`src/rtl/fwd_pkg.sv`:
```
// ============================================================================
// Module      : fwd_pkg
// Description : Shared types and constants for the operand forwarding logic.
// Revision    : 1.0 - initial release
// ============================================================================
`default_nettype none

package fwd_pkg;

    localparam int C_REG_W    = 5;
    localparam int C_ZERO_REG = 31;

    // Select codes driven onto the EX-stage 4:1 bypass muxes
    typedef enum logic [1:0] {
        REGFILE = 2'b00,
        EXMEM   = 2'b01,
        MEMWB   = 2'b10,
        WBHOLD  = 2'b11
    } fwd_sel_t;

    typedef struct packed {
        logic               valid;
        logic [C_REG_W-1:0] rd;
        logic               regwrite;
        logic               memread;
    } stage_info_t;

    localparam stage_info_t C_BUBBLE = '{valid: 1'b0, rd: '0, regwrite: 1'b0, memread: 1'b0};

endpackage : fwd_pkg

`default_nettype wire

```
`src/rtl/fwd_match.sv`:
```
// ============================================================================
// Module      : fwd_match
// Description : Compares one source index against the EX/MEM/WB shadow stages
//               and returns the youngest-first bypass select.
// Revision    : 1.0 - initial release
// ============================================================================
`default_nettype none

module fwd_match
    import fwd_pkg::*;
#(
    parameter int ZERO_REG         = C_ZERO_REG,
    parameter int RF_WRITE_THROUGH = 1
) (
    input  logic [C_REG_W-1:0] src,
    input  logic               use_src,
    input  stage_info_t        ex_stage,
    input  stage_info_t        mem_stage,
    input  stage_info_t        wb_stage,
    output fwd_sel_t           sel,
    output logic               ex_load_hit
);

    localparam logic [C_REG_W-1:0] c_zero = C_REG_W'(ZERO_REG);

    logic w_src_ok;
    logic w_hit_ex;
    logic w_hit_mem;
    logic w_hit_wb;
    logic w_wbhold_en;
    logic w_unused_memread;

    // A register file that writes through makes the WB-hold path redundant
    generate
        if (RF_WRITE_THROUGH == 0) begin : g_wbhold_on
            assign w_wbhold_en = 1'b1;
        end else begin : g_wbhold_off
            assign w_wbhold_en = 1'b0;
        end
    endgenerate

    assign w_src_ok  = use_src & (src != c_zero);
    assign w_hit_ex  = w_src_ok & ex_stage.valid  & ex_stage.regwrite  & (ex_stage.rd  == src);
    assign w_hit_mem = w_src_ok & mem_stage.valid & mem_stage.regwrite & (mem_stage.rd == src);
    assign w_hit_wb  = w_src_ok & wb_stage.valid  & wb_stage.regwrite  & (wb_stage.rd  == src);

    assign w_unused_memread = mem_stage.memread ^ wb_stage.memread;

    always_comb begin
        sel = REGFILE;
        if (w_hit_ex) begin
            sel = EXMEM;
        end else if (w_hit_mem) begin
            sel = MEMWB;
        end else if (w_hit_wb && w_wbhold_en) begin
            sel = WBHOLD;
        end
    end

    assign ex_load_hit = w_hit_ex & ex_stage.memread;

endmodule : fwd_match

`default_nettype wire

```
`src/rtl/fwd_ctrl.sv`:
```
// ============================================================================
// Module      : fwd_ctrl
// Description : Forwarding and load-use hazard controller; tracks in-flight
//               destinations and registers bypass selects into EX.
// Revision    : 1.0 - initial release
// ============================================================================
`default_nettype none

module fwd_ctrl
    import fwd_pkg::*;
#(
    parameter int REG_W            = C_REG_W,
    parameter int ZERO_REG         = C_ZERO_REG,
    parameter int RF_WRITE_THROUGH = 1
) (
    input  logic             clk,
    input  logic             reset_n,
    input  logic             id_valid,
    input  logic [REG_W-1:0] id_rn,
    input  logic [REG_W-1:0] id_rm,
    input  logic             id_use_rn,
    input  logic             id_use_rm,
    input  logic [REG_W-1:0] id_rd,
    input  logic             id_regwrite,
    input  logic             id_memread,
    input  logic             flush,
    output logic             stall,
    output logic [1:0]       fwd_a_sel,
    output logic [1:0]       fwd_b_sel,
    output logic             ex_valid
);

    stage_info_t r_ex;
    stage_info_t r_mem;
    stage_info_t r_wb;
    fwd_sel_t    r_fwd_a;
    fwd_sel_t    r_fwd_b;

    stage_info_t w_id_info;
    fwd_sel_t    w_sel_a;
    fwd_sel_t    w_sel_b;
    logic        w_load_hit_a;
    logic        w_load_hit_b;
    logic        w_ex_load;

    assign w_id_info = '{valid: id_valid, rd: id_rd, regwrite: id_regwrite, memread: id_memread};

    fwd_match #(
        .ZERO_REG         (ZERO_REG),
        .RF_WRITE_THROUGH (RF_WRITE_THROUGH)
    ) u_match_rn (
        .src         (id_rn),
        .use_src     (id_use_rn),
        .ex_stage    (r_ex),
        .mem_stage   (r_mem),
        .wb_stage    (r_wb),
        .sel         (w_sel_a),
        .ex_load_hit (w_load_hit_a)
    );

    fwd_match #(
        .ZERO_REG         (ZERO_REG),
        .RF_WRITE_THROUGH (RF_WRITE_THROUGH)
    ) u_match_rm (
        .src         (id_rm),
        .use_src     (id_use_rm),
        .ex_stage    (r_ex),
        .mem_stage   (r_mem),
        .wb_stage    (r_wb),
        .sel         (w_sel_b),
        .ex_load_hit (w_load_hit_b)
    );

    // Only the load currently in EX can stall; older loads are already bypassable
    assign stall     = id_valid & ~flush & (w_load_hit_a | w_load_hit_b);
    assign w_ex_load = id_valid & ~stall & ~flush;

    always_ff @(posedge clk or negedge reset_n) begin
        if (!reset_n) begin
            r_ex    <= C_BUBBLE;
            r_mem   <= C_BUBBLE;
            r_wb    <= C_BUBBLE;
            r_fwd_a <= REGFILE;
            r_fwd_b <= REGFILE;
        end else begin
            r_wb  <= r_mem;
            r_mem <= r_ex;
            if (w_ex_load) begin
                r_ex    <= w_id_info;
                r_fwd_a <= w_sel_a;
                r_fwd_b <= w_sel_b;
            end else begin
                r_ex    <= C_BUBBLE;
                r_fwd_a <= REGFILE;
                r_fwd_b <= REGFILE;
            end
        end
    end

    assign fwd_a_sel = r_fwd_a;
    assign fwd_b_sel = r_fwd_b;
    assign ex_valid  = r_ex.valid;

endmodule : fwd_ctrl

`default_nettype wire

```
`config.mk`:
```
export PLATFORM = sky130hd
export DESIGN_NAME = fwd_ctrl
export DESIGN_NICKNAME = d
export VERILOG_FILES = /design/src/rtl/fwd_pkg.sv /design/src/rtl/fwd_match.sv /design/src/rtl/fwd_ctrl.sv
export SDC_FILE = /design/constraint.sdc
export NUM_CORES = 1
export LEC_CHECK = 0
export CORE_UTILIZATION = 44
export CTS_CLUSTER_SIZE = 8
export DETAILED_ROUTE_END_ITERATION = 10
export GPL_TIMING_DRIVEN = 0
export HOLD_SLACK_MARGIN = 0.05
export PLACE_DENSITY = 0.77
export SYNTH_ARGS = -nofsm -noshare
export SYNTH_HDL_FRONTEND = slang
export SYNTH_SLANG_ARGS = --single-unit
```
`constraint.sdc`:
```
create_clock -name clk -period 2.8 [get_ports clk]
set_clock_uncertainty 0.2 [all_clocks]
set_input_delay 0.7 -clock clk [delete_from_list [all_inputs] [get_ports clk]]
set_output_delay 0.7 -clock clk [all_outputs]
set_load 0.03 [all_outputs]
```
### Word level (Yosys, flattened, before mapping)

Index checks and enable logic that the tools add are counted.

* word-level logic and storage cells: 45
* input port bits: 23
* output and inout port bits: 6
* flip-flop bits (word level): 19

* equality and inequality tests: 6
* bitwise gates (word level): 23
* muxes and demuxes: 7

Operator list (count)
* $and 1x1->1: 20
* $eq 5x5->1: 4
* $mux 2: 6
* $ne 5x5->1 const B: 2
* $mux 8: 1
* $not 1->1: 2
* $or 1x1->1: 1

### Longest topological paths before layout

* depth after elaboration: 12
* depth in mapped cells: 6
* gate-level depth less buffers: 5

### Modules after synthesis

A second synthesis with hierarchy kept.

* cells, all modules: 83
* area total of the unflattened synthesis: 1138.6 um^2

By module, submodules not included
* fwd_ctrl: seq. area each 700.7 um^2, times used 1, cells an instance 43, area each 815.8 um^2
* fwd_match: seq. area each 0.0 um^2, times used 2, cells an instance 20, area each 161.4 um^2

### Worst setup path before layout

OpenSTA, ideal clock, no wires.

* path kind: input -> output
* start: input id_rn[0]
* end: output stall
* required time: 1.900 ns
* slack: 0.048 ns
* data arrival time: 1.852 ns
* cell stages on the path: 6
* path buffers: 1
* path through: xnor2_1 nand4_1 nor4_2 o21a_1 buf_6 and2_1

* cells in the longest elaborated chain, start to end: 8
* elaborated cells on any way between the ends: 9
* classes of those cells: eq/ne: 2; bitwise: 7

RTL lines
* start: declaration: line fwd_ctrl.sv:19 `input logic [REG_W-1:0] id_rn,`
* $ne 5x5->1: line fwd_match.sv:42 `assign w_src_ok = use_src & (src != c_zero);`
* $and 1x1->1: line fwd_match.sv:42
* $and 1x1->1 (2 in series): line fwd_match.sv:43 `assign w_hit_ex = w_src_ok & ex_stage.valid & ex_stage.regwrite & (ex_stage.rd == src);`
* $and 1x1->1 *: line fwd_match.sv:43
* $and 1x1->1 *: line fwd_match.sv:60 `assign ex_load_hit = w_hit_ex & ex_stage.memread;`
* $or 1x1->1 *: line fwd_ctrl.sv:75 `assign stall = id_valid & ~flush & (w_load_hit_a | w_load_hit_b);`
* $and 1x1->1 *: line fwd_ctrl.sv:75
* end: declaration: line fwd_ctrl.sv:27 `output logic stall,`

Mark *: on every way between the ends. The rest lies on a longest branch, timed or not.

### Worst setup path after layout

Ends and elaborated chain as after synthesis.

==> summary.txt <==
Status
  • Status: finished, violations left
  • Failing checks: negative setup slack

Global routing
  • Vias in the first global route: 703
  • Initial antenna violation count: 0
  • Gr usage total: 21.6%
  • First-pass GRT wire length: 3150 microns
  • Largest net degree at the start of global routing: 20
  • Gr ovfl total: 0

Synthesis
  • Area leader, netlist: dfrtp_1
  • Synth top area share: 53.6%
  • Largest cells by area after synthesis: dfrtp_1 (54%), xnor2_1 (16%), nand2_1 (4.2%), xor2_1 (3.9%), nand4_1 (3.5%)
  • Post-synth EDFFs: 0
  • Syn Nets: about 100
  • Syn_area_per_cell: about 11 sq um
  • Ys async rst share: 100%
  • Ys Warns: 0
  • Netlist cell types: 21
  • Count leader, synth: dfrtp_1
  • Flop and latch count out of synthesis: 19
  • Post-Synthesis Cell Area: 887 sq um
  • Synth top cells by count: dfrtp_1 (19), xnor2_1 (16), nand2_1 (10)
  • Top_reg_cell synth: dfrtp_1
  • Register area share after synthesis: 53.6%
  • Mapped Cells: between 80 and 90

Finish
  • Util after Layout: 74.2%
  • Layout fillers: between 100 and 150
  • Finished Layout Cells: between 100 and 150
  • Share of cells above drive strength 1: 31.6%
  • Nets: between 100 and 150
  • Post-route cell area: 1340 sq um
  • Area Growth Syn to Fin: 50.6%
  • Number of inserted diodes: 0

Min path
  • Worst hold stages: 0
  • Hold path endpoint: r_mem[1]$_DFF_PN0_
  • Worst Hold Class: flop to flop
  • Hold_sp: r_ex[1]$_DFF_PN0_

STA
  • Setup-failing EPs final: 1
  • RSZ-0062 raised after global routing: true
  • Final hold slack: 0.187 ns
  • Max-slew violations: 0
  • Worst rel slew slack: 45.1%
  • Final hold violations: 0
  • Slew @ Worst Pin: 0.821 ns
  • Final Cycle Share: 103%
  • Fmax: 347 MHz
  • Final Critical Period: 2.88 ns
  • Final WS setup: -0.0819 ns

Place
  • Gp weighted congestion: 0.825
  • Buffers on Ports: 28
  • Hpwl dp: 1400 microns
  • Setup WS pre-CTS: -1.20 ns
  • Placed cells: around 130
  • DP Area: 1200 sq um

Clocking
  • CTS buffer count: 3
  • Root Buffer: clkbuf_4
  • H-Tree Depth: 1
  • CTS Hold Bufs: 0
  • Worst skew pair latency: 0.29 ns
  • Max clock buf depth: 2
  • CTS tree: built
  • CTS clk-pin slew, worst paths: 0.10 ns
  • Clock sink total: 19

Critical path
  • Critical Setup Path Class: input port to primary output
  • R2R cell count: 8
  • CP max FO: 3
  • Worst reg2reg path startpoint: r_ex[2]$_DFF_PN0_
  • Setup crit end kind: primary output
  • CP Launch Point: id_rn[0]
  • Endpoint of the worst-slack reg-to-reg timing path: r_ex[4]$_DFF_PN0_
  • CP startpoint kind: input port
  • Worst endpoint data arrival time: ~2.0 ns
  • Worst endpoint required time: 1.90 ns
  • Worst reg2reg setup slack: 0.70 ns

Pwr
  • Sequential power share: 56.6%
  • Comb pwr share: 17.8%
  • Switching pwr: 127 uW
  • Leakage: 0.590 nW
  • Max IR drop VDD: 322 uV
  • Power density over the cells: 387 nW/um^2
  • Int Pwr: a little under 400 uW
  • Switching Share: 24.5%
  • Clock power frac: 25.6%

Routing
  • # DRC: 0
  • Post-DRT Antenna Nets: 0
  • DR WL/cell: 14.2 microns
  • M1 WL: roughly 850 microns
  • WL met3: between 80 and 90 microns
  • Top layer reached by signal wires: met4
  • Vias: 733
  • Initial DRC Count: 12
  • DRT Wirelength: 2010 microns
  • Vias/cell: 5.16
  • Met2 wire length: 1030 microns
  • Router iterations before antenna repair: 4

Floorplan
  • Chip height: 46.9 microns
  • Core ar.: around 1800 sq um
  • Top Ports: 29
  • Die Wd: 46.9 microns
  • Initial Util: 49.2%
  • Row cnt: 15
  • Die ar.: 2200 sq um

Job
  • Max-cap violation count: 0
## cell usage in the layout (no fill, tap or decap), drive strengths merged
| cell type | count |
|---|---|
| a211oi | 1 |
| a21oi | 1 |
| and2 | 1 |
| buf | 16 |
| clkbuf | 4 |
| clkdlybuf4s15 | 1 |
| clkdlybuf4s50 | 15 |
| dfrtp | 19 |
| dlygate4sd2 | 2 |
| nand2 | 10 |
| nand2b | 1 |
| nand3 | 3 |
| nand4 | 5 |
| nor2 | 8 |
| nor2b | 1 |
| nor3b | 2 |
| nor4 | 3 |
| o21a | 1 |
| o21ai | 2 |
| or4 | 1 |
| xnor2 | 16 |
| xor2 | 4 |
## stage by stage
step,power [mW],TNS [ns]
CTS,0.515,-0.0246
global placement,0.377,-1.14
global route,0.543,-0.163
finish,0.518,-0.0819
detailed placement,0.379,-1.20
floorplan,0.328,0
## power by group through the flow
stage	clock network, mW	registers (mW)	logic (mW)
2_1_floorplan	0	0.296	0.0318
3_3_place_gp	0	0.296	0.0810
3_5_place_dp	0	0.297	0.0820
4_1_cts	0.136	0.292	0.0868
5_1_grt	0.150	0.294	0.0995
6_report	0.133	0.293	0.0921
## per-layer routing
layer | up-vias | track usage (%)
met5 | - | 0
met4 | 0 | 12.6
met3 | 6 | 4.23
met2 | 25 | 36.1
met1 | 355 | 25.9
li1 | 347 | -
## state kept, by name, indices dropped and copies added (netlist names)
| signal | count |
|---|---|
| ex_valid | 1 |
| fwd_b_sel | 2 |
| r_mem | 7 |
| r_ex | 7 |
| fwd_a_sel | 2 |
## final cells by class
cell class | instances | area (sq um) | area share, %
sequential | 19 | 479 | 35.9
timing repair buffer | 33 | 310 | 23.2
tap | 25 | 31.3 | 2.34
clock buffer | 4 | 26.3 | 1.97
multi-input combinational | 60 | 484 | 36.2
buffer | 1 | 5.00 | 0.375
## worst max-delay path, stage by stage
cell and delay (ns):
buf_4 0.13, xnor2_2 0.12, nand4_1 0.19, nor4_4 0.34
o21a_1 0.22, and2_4 0.15, buf_6 0.12
## what timing repair did
item                       CTS  global route
resized for setup           67            10
setup endpoints to repair    1             1
buffers inserted             2             3
pin swaps                   15             9
## worst max-delay path by stage
stage	slack, ns	depth (start not counted)	to
global route	-0.16	6	stall
detailed placement	-1.20	8	stall
floorplan	0.05	6	stall
finish	-0.08	7	stall
CTS	-0.02	8	stall
global placement	-1.14	8	stall
## kinds of logic (layout without fill, tap and decap cells)
logic type      after synthesis  count (layout)  synth area share (%)
buf+inv                       2              38                  1.83
flops                        19              19                  53.6
simple gates                 35              35                  21.0
xor+xnor                     20              20                  19.7
compound gates                5               5                  3.81
(Power assumes the default switching activity.)
